<file path="config.mk">
export PLATFORM = sky130hd
export DESIGN_NAME = key_matrix_scanner
export DESIGN_NICKNAME = d
export VERILOG_FILES = /design/src/rtl/key_matrix_scanner_pkg.sv /design/src/rtl/key_matrix_scanner_event_fifo.sv /design/src/rtl/key_matrix_scanner.sv
export SDC_FILE = /design/constraint.sdc
export NUM_CORES = 1
export LEC_CHECK = 0
export ABC_AREA = 0
export BUFFER_PORTS_ARGS = -buffer_cell sky130_fd_sc_hd__buf_2
export CAP_MARGIN = 10
export CORE_ASPECT_RATIO = 1.1
export CORE_UTILIZATION = 50
export DETAILED_ROUTE_END_ITERATION = 7
export GPL_TIMING_DRIVEN = 0
export HOLD_SLACK_MARGIN = 0.05
export PLACE_DENSITY = 0.64
export SYNTH_ARGS = -nofsm -noshare
export SYNTH_HDL_FRONTEND = slang
export SYNTH_SLANG_ARGS = --single-unit
</file>
<file path="constraint.sdc">
create_clock -name clk -period 9.96 [get_ports clk]
set_input_delay 1.494 -clock clk [delete_from_list [all_inputs] [get_ports clk]]
set_output_delay 1.494 -clock clk [all_outputs]
set_load 0.1 [all_outputs]
</file>
<file path="src/rtl/key_matrix_scanner_pkg.sv">
// Shared definitions for the key matrix scanner: matrix geometry, event
// record layout and the key index helper.
package key_matrix_scanner_pkg;

   localparam int ROWS = 8;
   localparam int COLS = 8;
   localparam int KEYS = ROWS * COLS;

   // Event record layout: {press, row[2:0], col[2:0]}
   localparam int EVT_W         = 7;
   localparam int EVT_PRESS_BIT = 6;
   localparam int EVT_ROW_MSB   = 5;
   localparam int EVT_ROW_LSB   = 3;
   localparam int EVT_COL_MSB   = 2;
   localparam int EVT_COL_LSB   = 0;

   typedef struct packed {
      logic       press;
      logic [2:0] row;
      logic [2:0] col;
   } kbd_evt_t;

   // Bit position of key (row, col) in the 64-bit key map: row*8+col
   function automatic logic [5:0] key_index(input logic [2:0] row, input logic [2:0] col);
      return {row, col};
   endfunction

endpackage

</file>
<file path="src/rtl/key_matrix_scanner_event_fifo.sv">
// kbd_event_fifo: small register FIFO with valid/ready pop. A push into a
// full FIFO is only accepted when a pop happens in the same cycle;
// otherwise it is dropped and flagged on drop. DEPTH is a power of 2, >= 2.
module kbd_event_fifo #(
   parameter int DEPTH = 4,
   parameter int WIDTH = 7
) (
   input  logic             clk,
   input  logic             rst,
   input  logic             push,
   input  logic [WIDTH-1:0] push_data,
   input  logic             pop_ready,
   output logic             valid,
   output logic [WIDTH-1:0] head,
   output logic             full,
   output logic             empty,
   output logic             drop
);
   localparam int AW = $clog2(DEPTH);
   localparam logic [AW:0] PTR_ONE = (AW + 1)'(1);

   logic [WIDTH-1:0] mem_q [DEPTH];
   logic [WIDTH-1:0] mem_d [DEPTH];
   logic [AW:0]      wr_ptr_q, wr_ptr_d;
   logic [AW:0]      rd_ptr_q, rd_ptr_d;
   logic             pop;
   logic             push_ok;

   // Extra pointer bit separates the full and empty cases
   assign empty   = (wr_ptr_q == rd_ptr_q);
   assign full    = (wr_ptr_q[AW] != rd_ptr_q[AW]) && (wr_ptr_q[AW-1:0] == rd_ptr_q[AW-1:0]);
   assign valid   = !empty;
   assign head    = mem_q[rd_ptr_q[AW-1:0]];
   assign pop     = valid && pop_ready;
   assign push_ok = push && (!full || pop);
   assign drop    = push && full && !pop;

   // Next-state for storage and pointers
   always_comb begin
      mem_d    = mem_q;
      wr_ptr_d = wr_ptr_q;
      rd_ptr_d = rd_ptr_q;
      if (push_ok) begin
         mem_d[wr_ptr_q[AW-1:0]] = push_data;
         wr_ptr_d                = wr_ptr_q + PTR_ONE;
      end
      if (pop) begin
         rd_ptr_d = rd_ptr_q + PTR_ONE;
      end
   end

   // State registers; reset empties the queue and zeroes the head fields
   always_ff @(posedge clk or negedge rst) begin
      if (!rst) begin
         for (int i = 0; i < DEPTH; i++) mem_q[i] <= '0;
         wr_ptr_q <= '0;
         rd_ptr_q <= '0;
      end else begin
         mem_q    <= mem_d;
         wr_ptr_q <= wr_ptr_d;
         rd_ptr_q <= rd_ptr_d;
      end
   end

endmodule

</file>
<file path="src/rtl/key_matrix_scanner.sv">
// key_matrix_scanner: strobes one row low per slot, samples the columns at
// the end of the slot, then walks that row's 8 keys one per cycle through
// per-key debounce counters, updating the key map and queueing events.
module key_matrix_scanner
   import key_matrix_scanner_pkg::*;
#(
   parameter int SCAN_DIV_W = 13,
   parameter int DEBOUNCE   = 4,
   parameter int FIFO_DEPTH = 4
) (
   input  logic        clk,
   input  logic        rst,
   output logic [7:0]  row_n,
   input  logic [7:0]  col_n,
   output logic [63:0] key_state,
   output logic        evt_valid,
   input  logic        evt_ready,
   output logic        evt_press,
   output logic [2:0]  evt_row,
   output logic [2:0]  evt_col,
   output logic        ovf
);
   localparam int CNT_W = $clog2(DEBOUNCE);
   localparam logic [SCAN_DIV_W-1:0] P_MAX    = '1;
   localparam logic [SCAN_DIV_W-1:0] P_ONE    = SCAN_DIV_W'(1);
   localparam logic [CNT_W-1:0]      CNT_LAST = CNT_W'(DEBOUNCE - 1);
   localparam logic [CNT_W-1:0]      CNT_ONE  = CNT_W'(1);

   logic [7:0]            col_meta_q, col_meta_d;
   logic [7:0]            col_sync_q, col_sync_d;
   logic [SCAN_DIV_W-1:0] p_q, p_d;
   logic [2:0]            r_q, r_d;
   logic [7:0]            samp_q, samp_d;
   logic [2:0]            wrow_q, wrow_d;
   logic [63:0]           key_state_q, key_state_d;
   logic [CNT_W-1:0]      cnt_q [KEYS];
   logic [CNT_W-1:0]      cnt_d [KEYS];
   logic                  ovf_q, ovf_d;

   logic                  walk_en;
   logic [2:0]            walk_col;
   logic [5:0]            walk_idx;
   logic                  walk_samp;
   logic                  push_en;
   kbd_evt_t              push_evt;
   logic [EVT_W-1:0]      fifo_head;
   logic                  fifo_full, fifo_empty, fifo_drop;
   logic                  unused_fifo_flags;

   // Walk runs in the first 8 cycles of the slot after the sample
   assign walk_en   = (p_q[SCAN_DIV_W-1:3] == '0);
   assign walk_col  = p_q[2:0];
   assign walk_idx  = key_index(wrow_q, walk_col);
   assign walk_samp = samp_q[walk_col];

   // Synchronizer, prescaler, row counter and end-of-slot column capture
   always_comb begin
      col_meta_d = col_n;
      col_sync_d = col_meta_q;
      p_d        = p_q + P_ONE;
      r_d        = r_q;
      samp_d     = samp_q;
      wrow_d     = wrow_q;
      if (p_q == P_MAX) begin
         r_d    = r_q + 3'd1;
         samp_d = ~col_sync_q;
         wrow_d = r_q;
      end
   end

   // Debounce one key per walk cycle; flip and push on the last agreeing count
   always_comb begin
      cnt_d          = cnt_q;
      key_state_d    = key_state_q;
      push_en        = 1'b0;
      push_evt.press = walk_samp;
      push_evt.row   = wrow_q;
      push_evt.col   = walk_col;
      if (walk_en) begin
         if (walk_samp == key_state_q[walk_idx]) begin
            cnt_d[walk_idx] = '0;
         end else if (cnt_q[walk_idx] != CNT_LAST) begin
            cnt_d[walk_idx] = cnt_q[walk_idx] + CNT_ONE;
         end else begin
            key_state_d[walk_idx] = walk_samp;
            cnt_d[walk_idx]       = '0;
            push_en               = 1'b1;
         end
      end
   end

   // Overflow is sticky until reset
   always_comb begin
      ovf_d = ovf_q | fifo_drop;
   end

   // All scanner state; reset releases every key and restarts at row 0
   always_ff @(posedge clk or negedge rst) begin
      if (!rst) begin
         col_meta_q  <= 8'hFF;
         col_sync_q  <= 8'hFF;
         p_q         <= '0;
         r_q         <= '0;
         samp_q      <= '0;
         wrow_q      <= '0;
         key_state_q <= '0;
         for (int i = 0; i < KEYS; i++) cnt_q[i] <= '0;
         ovf_q       <= 1'b0;
      end else begin
         col_meta_q  <= col_meta_d;
         col_sync_q  <= col_sync_d;
         p_q         <= p_d;
         r_q         <= r_d;
         samp_q      <= samp_d;
         wrow_q      <= wrow_d;
         key_state_q <= key_state_d;
         cnt_q       <= cnt_d;
         ovf_q       <= ovf_d;
      end
   end

   kbd_event_fifo #(
      .DEPTH (FIFO_DEPTH),
      .WIDTH (EVT_W)
   ) u_event_fifo (
      .clk       (clk),
      .rst       (rst),
      .push      (push_en),
      .push_data (push_evt),
      .pop_ready (evt_ready),
      .valid     (evt_valid),
      .head      (fifo_head),
      .full      (fifo_full),
      .empty     (fifo_empty),
      .drop      (fifo_drop)
   );

   // Flow control is handled inside the FIFO; these flags are not needed here
   assign unused_fifo_flags = fifo_full | fifo_empty;

   assign row_n     = ~(8'h01 << r_q);
   assign key_state = key_state_q;
   assign evt_press = fifo_head[EVT_PRESS_BIT];
   assign evt_row   = fifo_head[EVT_ROW_MSB:EVT_ROW_LSB];
   assign evt_col   = fifo_head[EVT_COL_MSB:EVT_COL_LSB];
   assign ovf       = ovf_q;

endmodule
</file>
# == Yosys cells after proc, flatten, opt, wreduce, memory -nomap -nowiden ==
# Index checks and enable logic that the tools add are counted.
# totals
reg_bits,270
elab_cells,146
# op_classes
addsub,5
magnitude_cmp,8
eq_ne,6
shift,1
n_mux,24
bitwise,10
reduce_logical,14
# ops
cell,n
$mux 128,2
$and 128x128->128,1
$bwmux 128,1
$not 128->128,1
$bwmux 64,1
$bwmux 28,1
$mux 7,3
$not 8->8,2
$bmux 7 s2,1
$demux 7 s2,1
$add 13x1->13 const B,1
$eq 13x13->1 const B,1
$bmux 2 s6,1
$demux 2 s6,1
$logic_not 10->1,1
$add 3x1->3 const B,3
$logic_and 1x1->1,8
$shl 1x3->8 const A,1
$ge 7x7->1 const B,1
$lt 6x7->1 const B,1
$lt 7x1->1 const B,1
$not 6->7,1
$bmux 1 s6,1
$demux 1 s6,1
19 further kinds,31

# == Depth between registers and ports, before layout ==
# logic_depth
ltp_word,11
depth_mapped,19
ltp_nobuf,13

# == Hierarchy ==
# Synthesis repeated with hierarchy kept, for this count alone.
# hier_totals
hier_cells,1184
area_unflattened_um2,13195.2
# by_module_without_submodules
mod,instances,cells_each,area_per_inst_um2,seq_area_each_um2
key_matrix_scanner,1,1080,11476.0,5925.7
kbd_event_fifo,1,104,1719.1,850.8

# == Least setup slack after synthesis ==
# Ideal clock, no wire load.
# synth_path
path_type,register to register
from,register p_q[0]
to,register u_event_fifo.mem_q[10] (netlist name)
setup_time_ns,0.125
arrival_time_ns,3.666
t_required_ns,9.835
slack_ns,6.169
stages_incl_launch_ff,19
synth_period_minus_slack_ns,3.791
path_cell_list,dfrtp_1 -> buf_6 -> buf_4 -> buf_2 -> buf_2 -> buf_2 -> mux2_2 -> a221oi_1 -> a21oi_1 -> o21ai_0 -> and3_1 -> nand4_1 -> ha_1 -> and3_1 -> clkbuf_1 -> and4bb_2 -> a41o_2 -> buf_6 -> mux2_2
# synth_via
elab_chain_cells,9
word_cells_on_any_way,14
cone_classes,eq/ne: 2; mux: 10; bitwise: 1; reduce/logical: 1
# synth_rtl
item,line_no,source
"start, declared",key_matrix_scanner.sv:31,"logic [SCAN_DIV_W-1:0] p_q, p_d;"
"start signal, assigned",key_matrix_scanner.sv:112,p_q <= p_d;
$not 6->7 (implied by the code),key_matrix_scanner.sv:82,end else if (cnt_q[walk_idx] != CNT_LAST) begin
$bmux 2 s6,key_matrix_scanner.sv:82,
$mux 2 (implied by the code) (2 in a row),key_matrix_scanner.sv:82,
$ne 2x2->1,key_matrix_scanner.sv:82,
$mux 1,key_matrix_scanner.sv:82,
$mux 1 (*),key_matrix_scanner.sv:80,if (walk_samp == key_state_q[walk_idx]) begin
$mux 1 (*),key_matrix_scanner.sv:79,if (walk_en) begin
$logic_and 1x1->1 (*),key_matrix_scanner_event_fifo.sv:35,assign push_ok = push && (!full || pop);
"end signal, assigned",key_matrix_scanner_event_fifo.sv:59,mem_q <= mem_d;
"end, declared",key_matrix_scanner_event_fifo.sv:22,logic [WIDTH-1:0] mem_q [DEPTH];
# Every way passes the cells marked *; elsewhere a longest branch is shown, timed or not. The select of a mux whose other input is x is not followed.
# A chain may end at the register's enable or synchronous reset.

# == Worst setup path after layout ==
# layout_path
from,register p_q[2]
to,register u_event_fifo.mem_q[8] (netlist name)
# The elaborated chain is that of the path after synthesis.

==> results <==
- The critical path capture point type is a register.
- The setup fix buffers added after clock tree synthesis is 0.
- In the synthesized netlist the async set-or-reset flop fraction comes to 1.00.
- The floorplan step defined a die boundary enclosing 0.0263 mm2.
- In this run the most critical hold path is launched from col_meta_q[4].
- Summing all flip-flop and latch instances after layout gives slightly below 0.007 mm2.
- The global-route wire length before repair is approximately 60000 um.
- The TritonCTS clock tree is built.
- The cell at the slowest stage of the critical path is buf_1.
- The final design instance area without fill is around 0.015 mm2.
- The most common flop cell mapped by yosys is dfrtp_1.
- The biggest cell delay along the critical path is 0.67 ns.
- The number of antenna diodes in the final layout is 0.
- The cell depth of the worst min-delay path is 0.
- The count of flip-flops with a built-in enable after synthesis is 0.
- The endpoint of the lowest-slack register-to-register path is u_event_fifo.mem_q[8].
- Entering global routing, the biggest net connects 123 pins.
- The fraction of layout instances using a drive strength above 1 is 0.205.
- The design draws ~2300 uW.
- Before CTS, the worst setup slack after placement is 4.31 ns.
- The worst slew margin relative to its limit is 0.168.
- Setup total negative slack on the finished layout was measured at 0 ns.
- The first TritonRoute pass finished after 7 iterations.
- The area of the core region is 0.0253 mm2.
- The global routing usage on met2 is 0.488.
- The clock reaches the later pin of the worst-skew pair after ~0.57 ns.
- The slack of the critical path is 4.10 ns.
- For this design the top-level I/O count stands at 92.
- After clock tree synthesis, the clock-pin slew on the worst setup and hold paths is approximately 0.06 ns.
- For this configuration, the core starts out at a cell density of 0.507.
- The flow ran to the end, and the final reports show no timing, DRC or antenna violations.
- Row generation in the floorplan step produced 61 rows.
- After detailed placement, the total cell area comes to 0.0138 mm2.
- Using the TritonRoute via totals, the vias-per-cell ratio works out to 6.00.
- CTS built an H-tree with a depth of 1.
- The fraction of synthesized cell area taken by the top area cell type is 0.496.
- During synthesis, Yosys emitted a total of 0 warnings.
- The weighted congestion at the end of routability-driven global placement is between 0.8 and 0.9.
- The startpoint of the lowest-slack register-to-register path is p_q[2].
- The analysis attributes to cell leakage a power of 0.00666 uW.
- The tool flagged a number of max-cap violations equal to 0.
- The multi-input gate area in the final layout is 0.00556 mm2.
- The number of failing hold endpoints at the final stage is 0.
- The post-synthesis instance area is 0.0128 mm2.
- For this run, global-route usage on met3 was measured as 0.0463.
- Together, buffers and inverters on the worst path number 8.
- The number of nets with antenna violations after routing is 0.
- The global-route layer with the greatest usage is met2.
- The number of buffer cells added on primary ports is 91.
- Counting stages on the worst path, the most repeated cell is buf_2.
- The floorplan die width is 155 um.
- The commonest cells after synthesis are dfrtp_1 (254), nand2_1 (248), o21ai_0 (148), nor2_1 (79), a21oi_1 (78).
- The cell area power density is between 150 and 200 mW/mm2.
- The met1 capacity usage during global routing is 0.409.
- For flop-to-flop paths, the worst setup slack is 4.10 ns.
- After synthesis, the netlist uses 64 different library cells.
- The DRC violation total after the first TritonRoute iteration is 1109.
- The destination of the worst hold path is col_sync_q[4].
- For this run, the register share of the synthesized area comes to 0.529.
- The via count of the first global-routing pass is between 10000 and 15000.
- Dividing the detail-routed wire length by the instance count gives 22.0 um.
- The most common cell in the synthesized netlist is dfrtp_1.
- By area the synthesized netlist is led by dfrtp_1 (50%), nand2_1 (7.3%), o21ai_0 (5.8%).
- The floorplan step set the die height to 170 um.
- The worst setup path is launched from a register.
- The number of buffers between clock root and the deepest sink is 3.
- Setup repair after global routing left no endpoint under its margin.
- The number of cells on the worst reg-to-reg path is 16.
- The transition time at the pin with the least slew margin is about 1.2 ns.
- The total CTS buffers is 29.
- Data arrives at the worst endpoint at around 6.3 ns.
- IR analysis of the VDD net gives a maximum drop of 144 uV.
- The area growth from synthesis to layout is 16.5%.
- The cell accounting for the most synthesized area is dfrtp_1.
- Detailed placement finished with a half-perimeter wire length of 27000 um.
- The count of pins over their slew limit is 0.
- Wires add up to between 30000 and 40000 um.
- The critical path class is register to register.
- On the final layout, the worst hold slack is 0.355 ns.
- The detailed-route via count is 10600.
- The number of nets handed over by synthesis was 1287.
- Between clock sinks in the finished design, the worst skew comes to 0.0218 ns.
- The biggest fanout along the worst timing path is 10.
- The post-cts repair resize count is 0.
- The time the worst path needs with I/O delays and setup is 5.86 ns.
- For this design, the CTS-stage hold fixing added 0 buffers.
- The initial antenna violation count is 0.
- The synthesis-stage register bit count is 270.
- After synthesis, the mean cell area works out to 10.2 um2.
- The number of filler instances in the final layout is approximately 2200.
- CTS saw 270 sinks.
- The signal on the critical path passes through buf_2, clkbuf_1, buf_2, buf_2, buf_1, buf_1, o22ai_1, o21ai_0, nand4_1, ha_1, and3_1, clkbuf_1, and4bb_2, a41o_2, buf_6, mux2_2.
- The total track usage is 0.302.
- For this run the aggregate overflow at the end of global routing stands at 0.
- The gate family responsible for the most delay along the worst path is buffers and inverters.
- Synthesis produced a netlist whose cell count is between 1000 and 1500.
- The root cell of the clock tree is clkbuf_16.
- The path class of the lowest-slack min-delay path is register to register.
- In the finished design, the share of the clock period the worst path needs comes to 0.588.
- The total setup violations reported at the end of the flow is 0.
- The data required time at the worst endpoint is roughly 10 ns.
- The post-route DRC violation count is 0.
- The maximum clock rate is 171 MHz.
- In the final design database the tool counted 1417 nets.
[logic make-up after synthesis]
logic type / Yosys count / share of synthesized area
xor+xnor: 20 / 0.0142
buf+inv: 105 / 0.0388
fa+ha+maj: 13 / 0.0127
compound gates: 349 / 0.153
flops: 270 / 0.529
simple gates: 413 / 0.141
mux: 93 / 0.112
[through the flow]
step / utilization / instances
2_1_floorplan: - / 1263
3_3_place_gp: 0.543 / 1700
3_5_place_dp: 0.547 / 1706
4_1_cts: 0.591 / 1760
5_1_grt: 0.591 / 1762
6_report: 0.591 / 1762
[per-layer routing]
| layer | up-vias | share of wire |
|---|---|---|
| met3 | 101 | 0.078 |
| li1 | 4778 | - |
| met2 | 473 | 0.47 |
| met5 | - | 0 |
| met1 | 5223 | 0.42 |
| met4 | 0 | 0.036 |
[cells in the final DEF, fill, tap and decap left out, types with 9 or more instances in the layout]
master	instances
buf_6	9
o21ai_1	16
mux4_2	30
clkbuf_1	48
a21oi_1	78
o21ai_0	148
mux2i_1	20
ha_1	13
buf_2	110
nand3_1	25
xnor2_1	12
nor2_1	79
mux2_2	37
nand2_1	248
a31oi_1	65
a221oi_1	9
clkbuf_16	29
and3_1	17
inv_1	11
dfrtp_1	254
dfstp_2	16
[worst reg2reg max path: stages (launching register included)]
cell and delay [ns]:
dfrtp_1 0.54, buf_2 0.37, clkbuf_1 0.56, buf_2 0.40, buf_2 0.40, buf_1 0.67
buf_1 0.64, o22ai_1 0.18, o21ai_0 0.27, nand4_1 0.14, ha_1 0.31, and3_1 0.19
clkbuf_1 0.16, and4bb_2 0.26, a41o_2 0.23, buf_6 0.14, mux2_2 0.26
[worst max path at each step]
stage | slack (ns) | cells after the start | end | startpoint
floorplan | 6.17 | 18 | u_event_fifo.mem_q[10] | p_q[0]
global placement | 2.32 | 1 | r_q[0] | rst
detailed placement | 4.31 | 17 | u_event_fifo.mem_q[8] | p_q[2]
CTS | 4.27 | 16 | u_event_fifo.mem_q[8] | p_q[2]
global route | 4.00 | 16 | u_event_fifo.mem_q[9] | p_q[2]
finish | 4.10 | 16 | u_event_fifo.mem_q[8] | p_q[2]
[final cells by class]
class	count	area share
repair buffers	99	0.0385
multi-input cells	888	0.372
clock buffers	39	0.0565
well taps	346	0.0290
flip-flops and latches	270	0.454
plain buffers	93	0.0303
inverters	12	0.00302
clock inverters	15	0.0164
[power breakdown]
part / total, uW / switching, uW / internal, uW
Combinational: 25.9 / 21.9 / 4.03
Sequential: 1100 / 0.898 / 1100
Clock: 1210 / 458 / 750
[registers in the layout, indices dropped and copies added (netlist names), 8 cells and up]
register / cells
key_state: 64
col_sync_q: 8
p_q: 13
cnt_q: 128
u_event_fifo.mem_q: 28
samp_q: 8
col_meta_q: 8
No activity file was read; power rests on OpenSTA's default activity.
